--- src/rtl/crossbar_pkg.sv ---
// Shared types and helpers for the crossbar stages.
// Round-robin pick is kept here so demux and mux agree on priority.
package crossbar_pkg;

  localparam int RR_MAX = 16;

  typedef enum logic {
    IDLE   = 1'b0,
    ACTIVE = 1'b1
  } arb_state_t;

  // First requester strictly after 'last', wrapping modulo n.
  function automatic int rr_next(
    input logic [RR_MAX-1:0] req,
    input int                last,
    input int                n
  );
    logic [RR_MAX-1:0] sh;
    int                idx;
    rr_next = last;
    for (int i = RR_MAX; i >= 1; i--) begin
      if (i <= n) begin
        idx = (last + i) % n;
        sh  = req >> idx;
        if (sh[0]) rr_next = idx;
      end
    end
  endfunction

endpackage

--- src/rtl/axis_skid_buffer.sv ---
// Two-entry registered AXI-Stream slice.
// Ready depends only on occupancy, never on downstream ready.
module axis_skid_buffer #(
  parameter int DATA_WIDTH = 32,
  parameter int USER_WIDTH = 2
) (
  input  logic                  aclk,
  input  logic                  aresetn,
  input  logic [DATA_WIDTH-1:0] s_data_i,
  input  logic                  s_last_i,
  input  logic [USER_WIDTH-1:0] s_user_i,
  input  logic                  s_valid_i,
  output logic                  s_ready_o,
  output logic [DATA_WIDTH-1:0] m_data_o,
  output logic                  m_last_o,
  output logic [USER_WIDTH-1:0] m_user_o,
  output logic                  m_valid_o,
  input  logic                  m_ready_i
);

  localparam int W = DATA_WIDTH + 1 + USER_WIDTH;

  logic [W-1:0] e0_q, e0_d;
  logic [W-1:0] e1_q, e1_d;
  logic [1:0]   cnt_q, cnt_d;
  logic [W-1:0] in_ent;
  logic         push, pop;

  assign in_ent    = {s_data_i, s_last_i, s_user_i};
  assign s_ready_o = (cnt_q != 2'd2);
  assign m_valid_o = (cnt_q != 2'd0);
  assign push      = s_valid_i & s_ready_o;
  assign pop       = m_valid_o & m_ready_i;

  assign {m_data_o, m_last_o, m_user_o} = e0_q;

  // e0 is always the head; e1 only holds the overflow beat.
  always_comb begin
    e0_d  = e0_q;
    e1_d  = e1_q;
    cnt_d = cnt_q;
    case (cnt_q)
      2'd0: begin
        if (push) begin
          e0_d  = in_ent;
          cnt_d = 2'd1;
        end
      end
      2'd1: begin
        if (push && pop) begin
          e0_d = in_ent;
        end else if (push) begin
          e1_d  = in_ent;
          cnt_d = 2'd2;
        end else if (pop) begin
          cnt_d = 2'd0;
        end
      end
      2'd2: begin
        if (pop) begin
          e0_d  = e1_q;
          cnt_d = 2'd1;
        end
      end
      default: cnt_d = 2'd0;
    endcase
  end

  always_ff @(posedge aclk or negedge aresetn) begin
    if (!aresetn) begin
      e0_q  <= '0;
      e1_q  <= '0;
      cnt_q <= 2'd0;
    end else begin
      e0_q  <= e0_d;
      e1_q  <= e1_d;
      cnt_q <= cnt_d;
    end
  end

endmodule

--- src/rtl/cross_bar_mux_arbiter.sv ---
// N-to-1 egress packet merger with packet-level round-robin.
// Grant is held until the granted packet's tlast is accepted.
module cross_bar_mux_arbiter
  import crossbar_pkg::*;
#(
  parameter int MSEL_WIDTH = 2,
  parameter int CHANNEL_NO = 2**MSEL_WIDTH,
  parameter int DATA_WIDTH = 32
) (
  input  logic                  aclk,
  input  logic                  aresetn,
  input  logic [DATA_WIDTH-1:0] s_axis_tdata [CHANNEL_NO],
  input  logic [CHANNEL_NO-1:0] s_axis_tvalid,
  input  logic [CHANNEL_NO-1:0] s_axis_tlast,
  output logic [CHANNEL_NO-1:0] s_axis_tready,
  output logic [DATA_WIDTH-1:0] m_axis_tdata,
  output logic                  m_axis_tvalid,
  output logic                  m_axis_tlast,
  output logic [MSEL_WIDTH-1:0] m_axis_tid,
  input  logic                  m_axis_tready
);

  arb_state_t            state_q, state_d;
  logic [MSEL_WIDTH-1:0] grant_q, grant_d;
  logic [MSEL_WIDTH-1:0] last_q, last_d;
  logic [MSEL_WIDTH-1:0] pick;
  logic                  skid_rdy;
  logic                  in_valid;
  logic                  beat;

  assign pick = MSEL_WIDTH'(rr_next(RR_MAX'(s_axis_tvalid),
                                    int'(last_q), CHANNEL_NO));

  assign in_valid = (state_q == ACTIVE) & s_axis_tvalid[grant_q];
  assign beat     = in_valid & skid_rdy;

  always_comb begin
    s_axis_tready = '0;
    if (state_q == ACTIVE) s_axis_tready[grant_q] = skid_rdy;
  end

  always_comb begin
    state_d = state_q;
    grant_d = grant_q;
    last_d  = last_q;
    unique case (state_q)
      IDLE: begin
        if (|s_axis_tvalid) begin
          state_d = ACTIVE;
          grant_d = pick;
          last_d  = pick;
        end
      end
      ACTIVE: begin
        if (beat && s_axis_tlast[grant_q]) state_d = IDLE;
      end
    endcase
  end

  always_ff @(posedge aclk or negedge aresetn) begin
    if (!aresetn) begin
      state_q <= IDLE;
      grant_q <= '0;
      last_q  <= MSEL_WIDTH'(CHANNEL_NO - 1);
    end else begin
      state_q <= state_d;
      grant_q <= grant_d;
      last_q  <= last_d;
    end
  end

  axis_skid_buffer #(
    .DATA_WIDTH (DATA_WIDTH),
    .USER_WIDTH (MSEL_WIDTH)
  ) u_skid (
    .aclk      (aclk),
    .aresetn   (aresetn),
    .s_data_i  (s_axis_tdata[grant_q]),
    .s_last_i  (s_axis_tlast[grant_q]),
    .s_user_i  (grant_q),
    .s_valid_i (in_valid),
    .s_ready_o (skid_rdy),
    .m_data_o  (m_axis_tdata),
    .m_last_o  (m_axis_tlast),
    .m_user_o  (m_axis_tid),
    .m_valid_o (m_axis_tvalid),
    .m_ready_i (m_axis_tready)
  );

endmodule

--- config.mk ---
export PLATFORM = sky130hd
export DESIGN_NAME = cross_bar_mux_arbiter
export DESIGN_NICKNAME = d
export VERILOG_FILES = /design/src/rtl/crossbar_pkg.sv /design/src/rtl/axis_skid_buffer.sv /design/src/rtl/cross_bar_mux_arbiter.sv
export SDC_FILE = /design/constraint.sdc
export NUM_CORES = 1
export LEC_CHECK = 0
export CORE_AREA = 2 2 136 85
export DETAILED_ROUTE_END_ITERATION = 6
export DIE_AREA = 0 0 138 87
export GPL_TIMING_DRIVEN = 0
export HOLD_SLACK_MARGIN = 0.03
export PLACE_DENSITY_LB_ADDON = 0.08
export SYNTH_ARGS = -nofsm -noshare
export SYNTH_HDL_FRONTEND = slang
export SYNTH_HIERARCHICAL = 1
export SYNTH_SLANG_ARGS = --single-unit
--- constraint.sdc ---
create_clock -name aclk -period 2.5 [get_ports aclk]
set_input_delay 0.5 -clock aclk [delete_from_list [all_inputs] [get_ports aclk]]
set_output_delay 0.5 -clock aclk [all_outputs]
set_load 0.02 [all_outputs]
==> metrics.md, run 1 <==
| Metric | Value |
|---|---|
| Status | `completed` |
| DRC violations left | `0` |
| PortBufs | `178` |
| Grt peak-use layer | `met2` |
| Final std cells w/o fill | `624` |
| Nets@finish | `614` |
| Area Growth Syn to Fin | `48.29%` |
| Area post-placement | `6695 um^2` |
| Clk_lat worst skew | `0.33 ns` |
| Cts hold-fix bufs | `0` |
| Final worst path period need | `2.445 ns` |
| Count of final setup violators | `0` |
| Sequential element share of the synthesized area | `0.4098` |
| Row cnt | `30` |
| Total Wirelength | `11.58 mm` |
| Worst EP arrival | `2.66 ns` |
| Worst setup path start | `s_axis_tvalid[3]` |
| Worst R2R Start | `grant_q[1]$_DFFE_PN0P_` |
| Relative slew margins | `0.7148` |
| Initial Util | `0.4325` |
| Crit path kind | `in -> reg` |
| Setup ws final | `0.05466 ns` |
| Worst-margin pin slew | `0.4239 ns` |
| Initial antenna violation count | `0` |
| Worst Clk Skew | `0.006469 ns` |
| Worst hold-check path type | `in -> async` |
| Routed Antenna Nets | `0` |
| CTS tree | `done` |
| CTS Root Cell | `clkbuf_16` |
| Clk sinks | `77` |
| Synth unique cells | `32` |
| I/O Pins | `179` |
| Max VDD drop | `0.5657 mV` |
| Setup crit end kind | `flip-flop` |
| Fmax | `0.4089 GHz` |
| Die X | `138 um` |
| P_leak | `2.923 nW` |
| Maximum clock path buffer count | `2` |
| Clock Pin Slew Worst Setup and Hold Paths | `0.06 ns` |
| Final core area utilization | `0.6414` |
| Via count | `3191` |
| Die Y | `87 um` |
| CP Launch Type | `input pin` |
| Drt first pass iters | `4` |
| Area occupied by multi-input gates | `2550 um^2` |
| GP Congestion | `0.7779` |
| Max Slew Vio Count | `0` |
| FF+latch area | `1931 um^2` |
| Met2 usage | `0.3150` |
| GR Overflow Total | `0` |
| #FFs+latches synth | `77` |
| Core area | `10890 um^2` |
| Ant. Diodes | `0` |
| Final period utilization | `0.9781` |
| RSZ-0062 raised after global routing | `false` |
| Total CTS buffers | `9` |
| Placed wire-length estimate | `8.846 mm` |
| WL/cell | `18.55 um` |
| Largest net degree at the start of global routing | `61` |
| Layout cells sized above 1 | `0.3896` |
| Pre-CTS worst setup slack | `-0.3348 ns` |
| Final hold violations | `0` |
| Initial drt markers | `129` |
| Post-Place Cells | `607` |
| First-pass GRT wire length | `18.42 mm` |
| GRT Util Overall | `0.2001` |
| Mapped cell area | `4708 um^2` |
| WP data required | `2.71 ns` |
| Filler instances | `824` |
| Worst reg2reg path depth | `8` |
| Synth warn | `6` |
| Mapped Avg Cell Area | `16.58 um^2` |
| Die area | `12010 um^2` |
| Max_cap viols | `0` |
| Vias in the first global route | `3446` |
| Cells after synthesis | `284` |
| Final instance area | `6982 um^2` |
| Syn_nets | `423` |
| Worst-path maximum fanout | `10` |
| GRT met3 Usage | `0.05443` |
| Via density | `5.114` |
| Grt met1 use | `0.2723` |
| PD cells | `1258 nW/um^2` |
| H-tree levels | `3` |
==> Yosys cell counts <==
master    number  area [um^2]
nor4_1         1        6.260
o32ai_1        1        8.760
nand3b_1       1        7.510
and2b_4        1        10.01
a31oi_1        1        6.260
or2_2          2        12.51
o21a_1         1        7.510
and2_1         2        12.51
a21boi_0       1        7.510
mux2_1         2        22.52
nand2b_1       1        6.260
buf_8          1        15.01
buf_2          3        15.01
nor2b_1        5        31.28
mux2_4        86         1291
mux4_2        34        765.7
nor2_1         5        18.77
a41oi_2        1        16.27
o21ai_0        7        35.03
buf_6         13        146.4
nor3_1         2        10.01
mux2_2        17        191.4
o22ai_1        1        6.260
a21oi_1        6        30.03
nand2_1        2        7.510
inv_1          4        15.01
dfstp_2        2        52.55
o21ai_4        1        16.27
mux2i_1        1        10.01
nand3_1        2        10.01
buf_12         2        40.04
dfrtp_1       75         1877
==> metal layers <==
metal / vias up / part of all wire
li1: 1471 / -
met1: 1580 / 0.47
met2: 124 / 0.46
met3: 16 / 0.062
met4: 0 / 0.016
met5: - / 0
==> per-stage QoR <==
stage                     total power [mW]  hold slack (ns)  TNS, ns
after floorplan                      6.024           0.2044        0
after global placement               7.508           0.4747  -155.08
after detailed placement             7.634           0.3956   -16.06
after CTS                            8.874          0.03258        0
after global routing                 9.289          0.04686        0
final                                8.782          0.03899        0
==> logic make-up after synthesis <==
group | synth area share
AOI/OAI and AO/OA | 0.02844
buffers and inverters | 0.04916
DFF | 0.4098
muxes | 0.4845
and+or+nand+nor | 0.02817
==> final cells by class <==
class | instances | area share
Clock buffer | 12 | 0.03674
Sequential cell | 77 | 0.2765
Timing Repair Buffer | 180 | 0.2581
Clock inverter | 4 | 0.003226
Tap cell | 144 | 0.02581
Buffer | 19 | 0.03226
Multi-Input combinational cell | 184 | 0.3652
Inverter | 4 | 0.002151
==> state kept, by name (all words and copies together), names as in the netlist <==
signal	flops
u_skid/e1_q	35
state_q	1
grant_q	2
u_skid/e0_q	35
last_q	2
u_skid/cnt_q	2
==> critical path, cell delays in order <==
cell and delay [ns]:
clkdlybuf4s50_1 0.45, mux4_2 0.52, and2_1 0.22, nor2b_2 0.17, and2_1 0.17, buf_6 0.14
buf_6 0.17, mux2_4 0.31
==> repair_timing <==
item	4_1_cts	5_1_grt
cloned	0	0
setup buffers	0	1
gates resized for setup	5	16
setup endpoints to repair	11	58
==> layout by cell type (no fill, tap or decap), drive strengths merged, types with 4 or more instances in the layout <==
cell type and instances:
clkdlybuf4s50 170, mux2 105, dfrtp 75, mux4 34, buf 22, clkbuf 16
o21ai 8, a21oi 6, nor2 5, nor2b 5, inv 4
==> power breakdown <==
| group | total (mW) | internal, mW | leakage (nW) | switching (mW) |
|---|---|---|---|---|
| clock network | 1.21 | 0.721 | 0.138 | 0.491 |
| logic | 5.25 | 3.21 | 1.88 | 2.04 |
| registers | 2.32 | 1.92 | 0.909 | 0.396 |
| total | 8.78 | 5.85 | 2.92 | 2.93 |
==> final timing paths <==
| path | to | slack [ns] |
|---|---|---|
| setup / recovery | u_skid/e1_q[8]$_DFFE_PN0P_ | 0.05 |
| hold / removal | u_skid/e0_q[32]$_DFFE_PN0P_ | 0.04 |
| setup reg to reg | u_skid/e1_q[8]$_DFFE_PN0P_ | 0.08 |
| hold reg to reg | u_skid/e1_q[34]$_DFFE_PN0P_ | 0.50 |
| max in group asynchronous | last_q[0]$_DFFE_PN1P_ | 1.87 |
| min in group aclk | u_skid/e1_q[34]$_DFFE_PN0P_ | 0.50 |
Power figures use the tool's default switching activity.
==> run 2: changes to the inputs <==
--- a/config.mk
+++ b/config.mk
@@ -11,6 +11,7 @@
 export GPL_TIMING_DRIVEN = 0
 export HOLD_SLACK_MARGIN = 0.03
 export PLACE_DENSITY_LB_ADDON = 0.08
+export SLEW_MARGIN = 40
 export SYNTH_ARGS = -nofsm -noshare
 export SYNTH_HDL_FRONTEND = slang
 export SYNTH_HIERARCHICAL = 1
==> run 2 against run 1 <==
Combinational power barely moved. Wire length is 0.44% higher. Maximum frequency grew 0.18%. Via count up 0.34%. Non-clock buffer count is 1 higher. Final cell count increased by 0.16%. Worst hold slack better by 0.46 ns. Die area unchanged. Register-to-register slack hardly changed. Clock skew hardly changed. Critical path type unchanged. Largest cell class unchanged.
==> metrics.md, run 2 (same netlist as run 1, synthesis figures left out) <==
| Metric | Value |
|---|---|
| Status | `completed (unchanged)` |
| Pre-CTS worst setup slack | `-0.3308 ns (was -0.3348 ns)` |
| Final worst path period need | `2.441 ns (was 2.445 ns)` |
| Initial antenna violation count | `0 (unchanged)` |
| Count of final setup violators | `0 (unchanged)` |
| Final hold violations | `0 (unchanged)` |
| Die Y | `87 um (unchanged)` |
| Worst R2R Start | `grant_q[1]$_DFFE_PN0P_ (unchanged)` |
| Ant. Diodes | `0 (unchanged)` |
| Worst hold-check path type | `reg -> reg (was in -> async)` |
| WP data required | `2.72 ns (was 2.71 ns)` |
| Relative slew margins | `0.7193 (was 0.7148)` |
| Max VDD drop | `0.5969 mV (was 0.5657 mV)` |
| Clock Pin Slew Worst Setup and Hold Paths | `0.06 ns (about the same)` |
| DRC violations left | `0 (unchanged)` |
| CTS Root Cell | `clkbuf_16 (unchanged)` |
| Drt first pass iters | `4 (unchanged)` |
| Commonest non-fill, non-tap cell in the layout | `clkdlybuf4s50_1 (unchanged)` |
| Die area | `12010 um^2 (unchanged)` |
| RSZ-0062 raised after global routing | `false (unchanged)` |
| GR Overflow Total | `0 (unchanged)` |
| GRT Util Overall | `0.2047 (was 0.2001)` |
| Maximum clock path buffer count | `2 (unchanged)` |
| First-pass GRT wire length | `18.73 mm (was 18.42 mm)` |
| Reg power frac | `0.256 (was 0.264)` |
| Setup crit end kind | `flip-flop (unchanged)` |
| PD cells | `1286 nW/um^2 (was 1258 nW/um^2)` |
| Via count | `3202 (was 3191)` |
| Worst-margin pin slew | `0.4172 ns (was 0.4239 ns)` |
| Final period utilization | `0.9764 (was 0.9781)` |
| Max Slew Vio Count | `0 (unchanged)` |
| Nets@finish | `615 (was 614)` |
| Worst Clk Skew | `0.006027 ns (was 0.006469 ns)` |
| Placed wire-length estimate | `8.836 mm (was 8.846 mm)` |
| Hold Startpoint | `u_skid/e0_q[0]$_DFFE_PN0P_` |
| Final core area utilization | `0.6484 (was 0.6414)` |
| Setup_tns | `0 ns (unchanged)` |
| H-tree levels | `3 (unchanged)` |
| Core area | `10890 um^2 (unchanged)` |
| Int Power | `6.134 mW (was 5.853 mW)` |
| Clk_lat worst skew | `0.34 ns (was 0.33 ns)` |
| Combinational power share | `0.579 (was 0.598)` |
| Initial Util | `0.4325 (unchanged)` |
| Via density | `5.123 (was 5.114)` |
| GP Congestion | `0.7779 (unchanged)` |
| Switch share | `0.3242 (was 0.3336)` |
| Top Registers | `u_skid/e0_q (35), u_skid/e1_q (35) (unchanged)` |
| Clock Power Share | `0.166 (was 0.138)` |
| Total CTS buffers | `9 (unchanged)` |
| P_leak | `2.956 nW (was 2.923 nW)` |
| Max_cap viols | `0 (unchanged)` |
| Vias in the first global route | `3458 (was 3446)` |
| Most frequent cells in the layout | `clkdlybuf4s50_1 (170), mux2_4 (86), dfrtp_1 (74) (unchanged)` |
| Fmax | `0.4097 GHz (was 0.4089 GHz)` |
| Clk sinks | `77 (unchanged)` |
| Die X | `138 um (unchanged)` |
| Worst EP arrival | `2.66 ns (about the same)` |
| Setup ws final | `0.05907 ns (was 0.05466 ns)` |
| WL/cell | `18.60 um (was 18.55 um)` |
| Largest net degree at the start of global routing | `60 (was 61)` |
| Crit path kind | `in -> reg (unchanged)` |
| Initial drt markers | `170 (was 129)` |
| Layout cells sized above 1 | `0.3867 (was 0.3896)` |
| CP Launch Type | `input pin (unchanged)` |
| Total Wirelength | `11.63 mm (was 11.58 mm)` |
| Worst-path maximum fanout | `10 (unchanged)` |
| Worst setup path start | `s_axis_tvalid[3] (unchanged)` |
| Routed Antenna Nets | `0 (unchanged)` |
| CTS tree | `done (unchanged)` |
| I/O Pins | `179 (unchanged)` |
| PortBufs | `178 (unchanged)` |
| Psw | `2.943 mW (was 2.929 mW)` |
| Row cnt | `30 (unchanged)` |
| Area Growth Syn to Fin | `49.91% (was 48.29%)` |
-- run 2: cell count changes in the layout (fill, tap and decap cells not counted) --
cell | previous run | this run
buf_4 | 2 | 1
clkbuf_8 | 2 | 1
clkinvlp_4 | 1 | 0
buf_6 | 12 | 13
dlygate4sd3_1 | 0 | 1
clkinv_2 | 3 | 1
bufinv_16 | 0 | 3
clkbuf_1 | 1 | 2
-- run 2: final timing paths --
| kind | slack (ns) | cells after the start | endpoint |
|---|---|---|---|
| setup / recovery | 0.06 | 8 | u_skid/e1_q[7]$_DFFE_PN0P_ |
| hold reg to reg | 0.50 | 1 | u_skid/e0_q[0]$_DFFE_PN0P_ |
| min in group asynchronous | 0.57 | 2 | u_skid/e0_q[32]$_DFFE_PN0P_ |
| hold / removal | 0.50 | 1 | u_skid/e0_q[0]$_DFFE_PN0P_ |
| setup reg to reg | 0.08 | 8 | u_skid/e1_q[7]$_DFFE_PN0P_ |
| max in group asynchronous | 1.38 | 3 | u_skid/e1_q[20]$_DFFE_PN0P_ |
-- run 2: critical path, stage by stage --
cell and delay, ns:
clkdlybuf4s50_1 0.45, mux4_2 0.52, and2_1 0.22, nor2b_2 0.17
and2_1 0.17, buf_6 0.14, buf_6 0.17, mux2_4 0.31
-- run 2: cell type report --
cell class,instances,area [um^2]
fill,815,3827
tap,144,180.2
clock inverter,4,95.09
inverter,4,15.01
clock buffer,12,246.5
sequential,77,1931
buffer,19,225.2
multi-input combinational,184,2550
timing repair buffer,181,1815
-- run 2: through the flow --
| stage | std cells | hold WS (ns) | cell area [um^2] | power [mW] |
|---|---|---|---|---|
| global route | 625 | 0.5162 | 7058 | 9.594 |
| CTS | 624 | 0.5073 | 7046 | 9.146 |
| global placement | 606 | 0.4747 | 6670 | 7.508 |
| floorplan | 284 | 0.2044 | 4708 | 6.024 |
| finish | 625 | 0.4995 | 7058 | 9.077 |
| detailed placement | 607 | 0.3570 | 6699 | 7.634 |
-- run 2: power by group through the flow --
stage          combinational, mW  clock [mW]  sequential (mW)
4_1_cts                     5.30        1.53             2.32
2_1_floorplan               3.42           0             2.60
5_1_grt                     5.59        1.59             2.42
3_3_place_gp                5.21           0             2.30
6_report                    5.25        1.50             2.32
3_5_place_dp                5.31           0             2.33
-- run 2: repair_timing --
| item | 4_1_cts | 5_1_grt |
|---|---|---|
| setup endpoints to repair | 4 | 64 |
| hold buffers | 1 | 0 |
| buffers inserted | 0 | 1 |
| gates resized for setup | 4 | 17 |
| cloned | 0 | 0 |
| hold endpoints to repair | 16 | 0 |
-- run 2: routing by layer --
| layer | track usage | part of all wire | vias to the layer above |
|---|---|---|---|
| li1 | - | - | 1466 |
| met3 | 0.06102 | 0.062 | 15 |
| met4 | 0.06401 | 0.015 | 0 |
| met1 | 0.2819 | 0.47 | 1602 |
| met5 | 0 | 0 | - |
| met2 | 0.3159 | 0.45 | 119 |
==> run 3: changes to the inputs <==
--- a/config.mk
+++ b/config.mk
@@ -5,6 +5,7 @@
 export SDC_FILE = /design/constraint.sdc
 export NUM_CORES = 1
 export LEC_CHECK = 0
+export ABC_CLOCK_PERIOD_IN_PS = 2500
 export CORE_AREA = 2 2 136 85
 export DETAILED_ROUTE_END_ITERATION = 6
 export DIE_AREA = 0 0 138 87
==> results of run 3 <==
No change in the layout: final DEF, timing and power equal those of run 2.
